`src/rtl/traffic_light_monitor.sv`:
```
// traffic_light_monitor
//
// Watches the four lamp groups of a junction controller and checks that they
// walk through the six legal phases in order and for the legal number of
// cycles.
//
// Phase table (M1, M2, Mt, S), lamp code 100=green 010=yellow 001=red:
//   P1 (100,100,001,001)  dwell TM1+1
//   P2 (100,010,001,001)  dwell TY+1
//   P3 (100,001,100,001)  dwell TMT+1
//   P4 (010,001,010,001)  dwell TY+1
//   P5 (001,001,001,100)  dwell TS+1
//   P6 (001,001,001,010)  dwell TY+1
//
// Ports:
//   clk           rising-edge clock
//   reset         synchronous, active-high reset
//   M1, M2, Mt, S observed lamp codes
//   phase         decoded phase of the last sample (0..5), 7 when not in the table
//   locked        high while the monitor is tracking a verified sequence
//   seq_err       one-cycle pulse: phase change to something other than the next phase
//   dur_err       one-cycle pulse: phase left early/late, or stuck past its dwell
//   pattern_err   one-cycle pulse: lamp pattern not in the table
//   conflict_err  one-cycle pulse: conflicting greens/yellows (wins over pattern_err)
//   cycle_cnt     completed legal P6->P1 cycles, wraps at 65536
//   err_cnt       cycles with at least one error pulse, saturates at 255
//
// All outputs are registered: the sample taken at edge k shows after edge k.

module traffic_light_monitor #(
    parameter int TM1 = 7,
    parameter int TY  = 2,
    parameter int TMT = 5,
    parameter int TS  = 4
) (
    input  logic        clk,
    input  logic        reset,
    input  logic [2:0]  M1,
    input  logic [2:0]  M2,
    input  logic [2:0]  Mt,
    input  logic [2:0]  S,
    output logic [2:0]  phase,
    output logic        locked,
    output logic        seq_err,
    output logic        dur_err,
    output logic        pattern_err,
    output logic        conflict_err,
    output logic [15:0] cycle_cnt,
    output logic [7:0]  err_cnt
);

    localparam int          DW     = 16;
    localparam logic [2:0]  PH_BAD = 3'd7;
    localparam logic [2:0]  RED    = 3'b001;

    typedef enum logic {
        SYNC  = 1'b0,
        TRACK = 1'b1
    } state_t;

    // Count limit (legal dwell minus one) of a phase.
    function automatic logic [DW-1:0] limit_of(input logic [2:0] ph);
        logic [DW-1:0] lim;
        case (ph)
            3'd0:                 lim = DW'(TM1);
            3'd1, 3'd3, 3'd5:     lim = DW'(TY);
            3'd2:                 lim = DW'(TMT);
            3'd4:                 lim = DW'(TS);
            default:              lim = '0;
        endcase
        return lim;
    endfunction

    // Registered state
    state_t         r_state;
    logic [2:0]     r_cur;        // last legal phase seen
    logic           r_have_prev;  // r_cur is meaningful (legal sample with no bad one since)
    logic           r_bad_seen;   // previous sample was an unknown pattern
    logic [DW-1:0]  r_dwell;      // samples of r_cur since entering it, minus one
    logic [2:0]     r_phase;
    logic           r_seq;
    logic           r_dur;
    logic           r_pat;
    logic           r_conf;
    logic [15:0]    r_cycle;
    logic [7:0]     r_errc;

    // Combinational next-state
    logic [2:0]     w_dec;
    logic           w_conflict;
    logic [DW-1:0]  w_limit;
    logic [2:0]     w_expect_next;
    state_t         w_state_nx;
    logic [2:0]     w_cur_nx;
    logic           w_have_nx;
    logic           w_bad_nx;
    logic [DW-1:0]  w_dwell_nx;
    logic           w_seq;
    logic           w_dur;
    logic           w_pat;
    logic           w_conf;
    logic           w_cyc_inc;
    logic           w_any_err;

    always_comb begin
        w_dec = PH_BAD;
        case ({M1, M2, Mt, S})
            12'b100_100_001_001: w_dec = 3'd0;
            12'b100_010_001_001: w_dec = 3'd1;
            12'b100_001_100_001: w_dec = 3'd2;
            12'b010_001_010_001: w_dec = 3'd3;
            12'b001_001_001_100: w_dec = 3'd4;
            12'b001_001_001_010: w_dec = 3'd5;
            default:             w_dec = PH_BAD;
        endcase
    end

    // Side street not red while any main/turn lamp is not red, or main-straight
    // and turn both showing go/caution.
    assign w_conflict = ((S != RED) && ((M1 != RED) || (M2 != RED) || (Mt != RED))) ||
                        ((M2 != RED) && (Mt != RED));

    assign w_limit       = limit_of(r_cur);
    assign w_expect_next = (r_cur == 3'd5) ? 3'd0 : r_cur + 3'd1;

    always_comb begin
        w_state_nx = r_state;
        w_cur_nx   = r_cur;
        w_have_nx  = r_have_prev;
        w_bad_nx   = r_bad_seen;
        w_dwell_nx = r_dwell;
        w_seq      = 1'b0;
        w_dur      = 1'b0;
        w_pat      = 1'b0;
        w_conf     = 1'b0;
        w_cyc_inc  = 1'b0;

        if (w_dec == PH_BAD) begin
            // A persisting bad pattern reports once; the next legal phase
            // after it starts synchronisation from scratch.
            w_bad_nx   = 1'b1;
            w_have_nx  = 1'b0;
            w_dwell_nx = '0;
            w_state_nx = SYNC;
            if (!r_bad_seen) begin
                if (w_conflict) w_conf = 1'b1;
                else            w_pat  = 1'b1;
            end
        end else begin
            w_bad_nx = 1'b0;
            if (!r_have_prev) begin
                w_have_nx  = 1'b1;
                w_cur_nx   = w_dec;
                w_dwell_nx = '0;
            end else if (w_dec == r_cur) begin
                if (r_state == TRACK) begin
                    // Reaching limit again means one sample past the legal dwell.
                    if (r_dwell == w_limit) begin
                        w_dur      = 1'b1;
                        w_state_nx = SYNC;
                        w_dwell_nx = '0;
                    end else begin
                        w_dwell_nx = r_dwell + 1'b1;
                    end
                end
            end else begin
                w_cur_nx   = w_dec;
                w_dwell_nx = '0;
                w_state_nx = TRACK;
                if (r_state == TRACK) begin
                    w_seq = (w_dec != w_expect_next);
                    w_dur = (r_dwell != w_limit);
                    if (w_seq || w_dur) w_state_nx = SYNC;
                    else if (r_cur == 3'd5) w_cyc_inc = 1'b1;
                end
            end
        end
    end

    assign w_any_err = w_seq | w_dur | w_pat | w_conf;

    always_ff @(posedge clk) begin
        if (reset) begin
            r_state     <= SYNC;
            r_cur       <= 3'd0;
            r_have_prev <= 1'b0;
            r_bad_seen  <= 1'b0;
            r_dwell     <= '0;
            r_phase     <= PH_BAD;
            r_seq       <= 1'b0;
            r_dur       <= 1'b0;
            r_pat       <= 1'b0;
            r_conf      <= 1'b0;
            r_cycle     <= '0;
            r_errc      <= '0;
        end else begin
            r_state     <= w_state_nx;
            r_cur       <= w_cur_nx;
            r_have_prev <= w_have_nx;
            r_bad_seen  <= w_bad_nx;
            r_dwell     <= w_dwell_nx;
            r_phase     <= w_dec;
            r_seq       <= w_seq;
            r_dur       <= w_dur;
            r_pat       <= w_pat;
            r_conf      <= w_conf;
            if (w_cyc_inc)
                r_cycle <= r_cycle + 16'd1;
            if (w_any_err && (r_errc != 8'hFF))
                r_errc <= r_errc + 8'd1;
        end
    end

    assign phase        = r_phase;
    assign locked       = (r_state == TRACK);
    assign seq_err      = r_seq;
    assign dur_err      = r_dur;
    assign pattern_err  = r_pat;
    assign conflict_err = r_conf;
    assign cycle_cnt    = r_cycle;
    assign err_cnt      = r_errc;

endmodule

```
`config.mk`:
```
export PLATFORM = sky130hd
export DESIGN_NAME = traffic_light_monitor
export DESIGN_NICKNAME = d
export VERILOG_FILES = /design/src/rtl/traffic_light_monitor.sv
export SDC_FILE = /design/constraint.sdc
export NUM_CORES = 1
export LEC_CHECK = 0
export CORE_ASPECT_RATIO = 1.4
export CORE_MARGIN = 3
export CORE_UTILIZATION = 60
export CTS_BUF_LIST = sky130_fd_sc_hd__clkbuf_4
export CTS_CLUSTER_DIAMETER = 80
export DETAILED_ROUTE_END_ITERATION = 10
export HOLD_SLACK_MARGIN = 0.06
export PLACE_DENSITY = 0.88
export SLEW_MARGIN = 20
export SYNTH_ARGS = -nofsm -noshare
export SYNTH_HDL_FRONTEND = slang
export SYNTH_SLANG_ARGS = --single-unit
```
`constraint.sdc`:
```
create_clock -name clk -period 8.83 [get_ports clk]
set_clock_uncertainty 0.1 [all_clocks]
set_input_delay 1.766 -clock clk [delete_from_list [all_inputs] [get_ports clk]]
set_output_delay 1.766 -clock clk [all_outputs]
set_load 0.03 [all_outputs]
```
==> metrics.txt <==
drt wl/cell=14.12 µm; post-synthesis simple-gate area fraction=0.3379; share of the synthesized area in the top cell type=0.3716; RSZ-0062 raised after global routing=no; WHS Path Cells=1; area leader, netlist=dfxtp_1; Gate Count Post-Synth=337; worst hold start=r_bad_seen$_SDFF_PP0_; Tot Pwr=376.9 µW; placed cell areas=3344 µm²; share of layout cells above drive strength 1=0.07368; Crit Reg-Reg Startpoint=r_cur[2]$_SDFFE_PP0P_; GPL Wtd Cong=0.8941; Hold Crit Class=reg -> reg; Leak=1.187 nW; Crit Path Max Fanout=9; period utilization=0.5807; Max VDD drop=0.08877 mV; placeable core region=4572 µm²; Worst-Margin Slew=845.9 ps; CP Data Arrival Time=5320 ps; Synth Flop Type=dfxtp_1; Final Util=0.7444; total CTS buffers=5; IO Count=46; WHS=382.7 ps; initial antenna violation count=0; antenna fix cells=0; design area=3403 µm²; DRT Wirelength=6.242 mm; Synth cell types=54; first-pass GRT wire length=10.60 mm; CP cell instances=clkdlybuf4s50_1, or4b_1, or4_1, and2_1, a211oi_1, nand4_1, nor3_2, nand3_1, mux2_2; outcome=complete, no violations; Setup crit start=Mt[2]; root buf cell=clkbuf_4; Clock Latency Late Sink=370 ps; final setup fails=0; critical path startpoint category=input port; GRT Resource Usage Total=0.2344; most common cell in the netlist=dfxtp_1; postcts setup bufs=0; largest family of logic cells by synthesized area=simple AND/OR/NAND/NOR gates; max-cap violations=0; syn avg cell area=8.473 µm²; Hold Vio Cnt, Final=0; hold endpoint=conflict_err$_SDFF_PP0_; Synth async-reset ratio=0; I/O Buffers=45; end of the worst register-to-register path=cycle_cnt[15]$_SDFFE_PP0P_; Synth Area in XOR/XNOR=0.08589; largest net degree at the start of global routing=41; post-synthesis register bit count=53; gr ovfl total=0; Vias=2562; row count=29; CTS tree=yes; fmax=0.1950 GHz; detailed placement HPWL=4.732 mm; PwrDens=110.8 nW/µm²; post-synthesis mux area share=0.04601; hold_buf cts=0; Setup TNS Final=0 ps; Data required, critical path=9020 ps; H-tree Lvls=2; critical path class=in -> reg; Final ANT Viol Nets=0; count of pins over their slew limit=0; EDFF count, synth=0; initial drt markers=171; post-cts resize count=0; Clock Path Buffers=2; Die H=87.62 µm; vias in the first global route=2463; most frequent cells after synthesis=53 x dfxtp_1, 49 x nor2_1, 28 x nand2_1; Post-Syn Area=2855 µm²; slew margin rel.=0.4281; Post-Synth Adder-Cell Area=0.01315; Slowest-stage cell, CP=or4_1; CTS Sinks=53; Final min period=5127 ps; flop2flop setup slack=5570 ps; nets@finish=396; Worst-path clk slew=160 ps; Area Growth Syn to Fin=19.19%; syn_nets=354; Area contributors post-synth=dfxtp_1 37%, nor2_1 6.4%, xor2_1 5.8%; Worst setup EP type=register; Yosys Warn Count=0; Pre-Repair DR Iteration Count=4; R2R cell count=8; Compound-Gate Fraction of Synth Area=0.1174; die area=5634 µm²; crit-path max cell delay=720 ps; Die X=64.30 µm; DRC=0; sequential share of the synthesized area=0.3716; via/cell ratio=5.796; Initial Utilization=0.6245
==> worst max-delay path: cells and delay by family <==
| family | cells | cell delay (ps) |
|---|---|---|
| AND/OR/NAND/NOR | 6 | 2410 |
| buffers and inverters | 1 | 460 |
| AO/OA/AOI/OAI | 1 | 390 |
| multiplexers | 1 | 290 |
==> cell type report <==
class / instances / area (µm²)
fillers: 357 / 1169
clock buffers: 5 / 37.54
multi-input cells: 265 / 1714
inverters: 7 / 26.28
clock inverters: 3 / 21.27
well taps: 62 / 77.57
flip-flops and latches: 53 / 1061
repair buffers: 47 / 465.4
==> report_power, final <==
part	total [mW]	internal, mW	switching, mW
Sequential	0.242	0.241	0.00137
Clock	0.109	0.0317	0.0770
Combinational	0.0261	0.0122	0.0139
==> state kept, by name, indices dropped and copies added (netlist names) <==
signal and cells:
conflict_err 1, r_cur 3, r_have_prev 1, cycle_cnt 16, seq_err 1, pattern_err 1
phase 3, dur_err 1, r_bad_seen 1, err_cnt 8, r_dwell 16, locked 1
==> worst max-delay path by stage <==
stage | slack, ps | cells past startpoint | endpoint
6_report | 3700 | 9 | cycle_cnt[15]$_SDFFE_PP0P_
5_1_grt | 3420 | 9 | cycle_cnt[15]$_SDFFE_PP0P_
4_1_cts | 3740 | 9 | cycle_cnt[15]$_SDFFE_PP0P_
3_5_place_dp | 3320 | 9 | cycle_cnt[15]$_SDFFE_PP0P_
3_3_place_gp | 3400 | 9 | cycle_cnt[12]$_SDFFE_PP0P_
2_1_floorplan | 4120 | 9 | err_cnt[5]$_SDFFE_PP0P_
==> metrics by stage <==
step | setup slack, ps | cells
2_1_floorplan | 4121 | 337
3_3_place_gp | 3397 | 434
3_5_place_dp | 3318 | 434
4_1_cts | 3744 | 442
5_1_grt | 3418 | 442
6_report | 3703 | 442
==> layout by cell type (no fill, tap or decap), types with 3 or more instances in the layout <==
| master | count |
|---|---|
| nand4_1 | 13 |
| o41ai_1 | 3 |
| clkbuf_4 | 5 |
| and2_1 | 7 |
| xor2_1 | 19 |
| and3_1 | 13 |
| mux2_2 | 7 |
| nand3_1 | 18 |
| nor2_1 | 49 |
| nand2_1 | 28 |
| nor2b_1 | 12 |
| o21ai_0 | 3 |
| inv_1 | 7 |
| a21oi_1 | 12 |
| mux2i_1 | 3 |
| nor3b_1 | 4 |
| dfxtp_1 | 53 |
| ha_1 | 3 |
| xnor2_1 | 9 |
| nand3b_1 | 4 |
| clkdlybuf4s50_1 | 45 |
| a211oi_1 | 4 |
| nor3_1 | 7 |
| a2111oi_0 | 3 |
| nor4_1 | 5 |
| nand2b_1 | 4 |
==> kinds of logic (layout without fill, tap and decap cells) <==
logic type	count (synthesis)	count (layout)
multiplexers	12	12
AO/OA/AOI/OAI	42	42
adder cells (fa/ha/maj)	3	3
buffers and inverters	19	62
XOR/XNOR	28	28
AND/OR/NAND/NOR	180	180
flip-flops	53	53
==> layer usage <==
layer  track usage  vias to the layer above  part of all wire  wire length, µm
met3       0.04750                        9             0.038              237
met2        0.4464                       61              0.53             3332
met4       0.06923                        0             0.015               94
met1        0.2600                     1203              0.41             2577
met5             0                        -                 0                0
li1              -                     1289                 -                -
No activity file was read; power rests on OpenSTA's default activity.
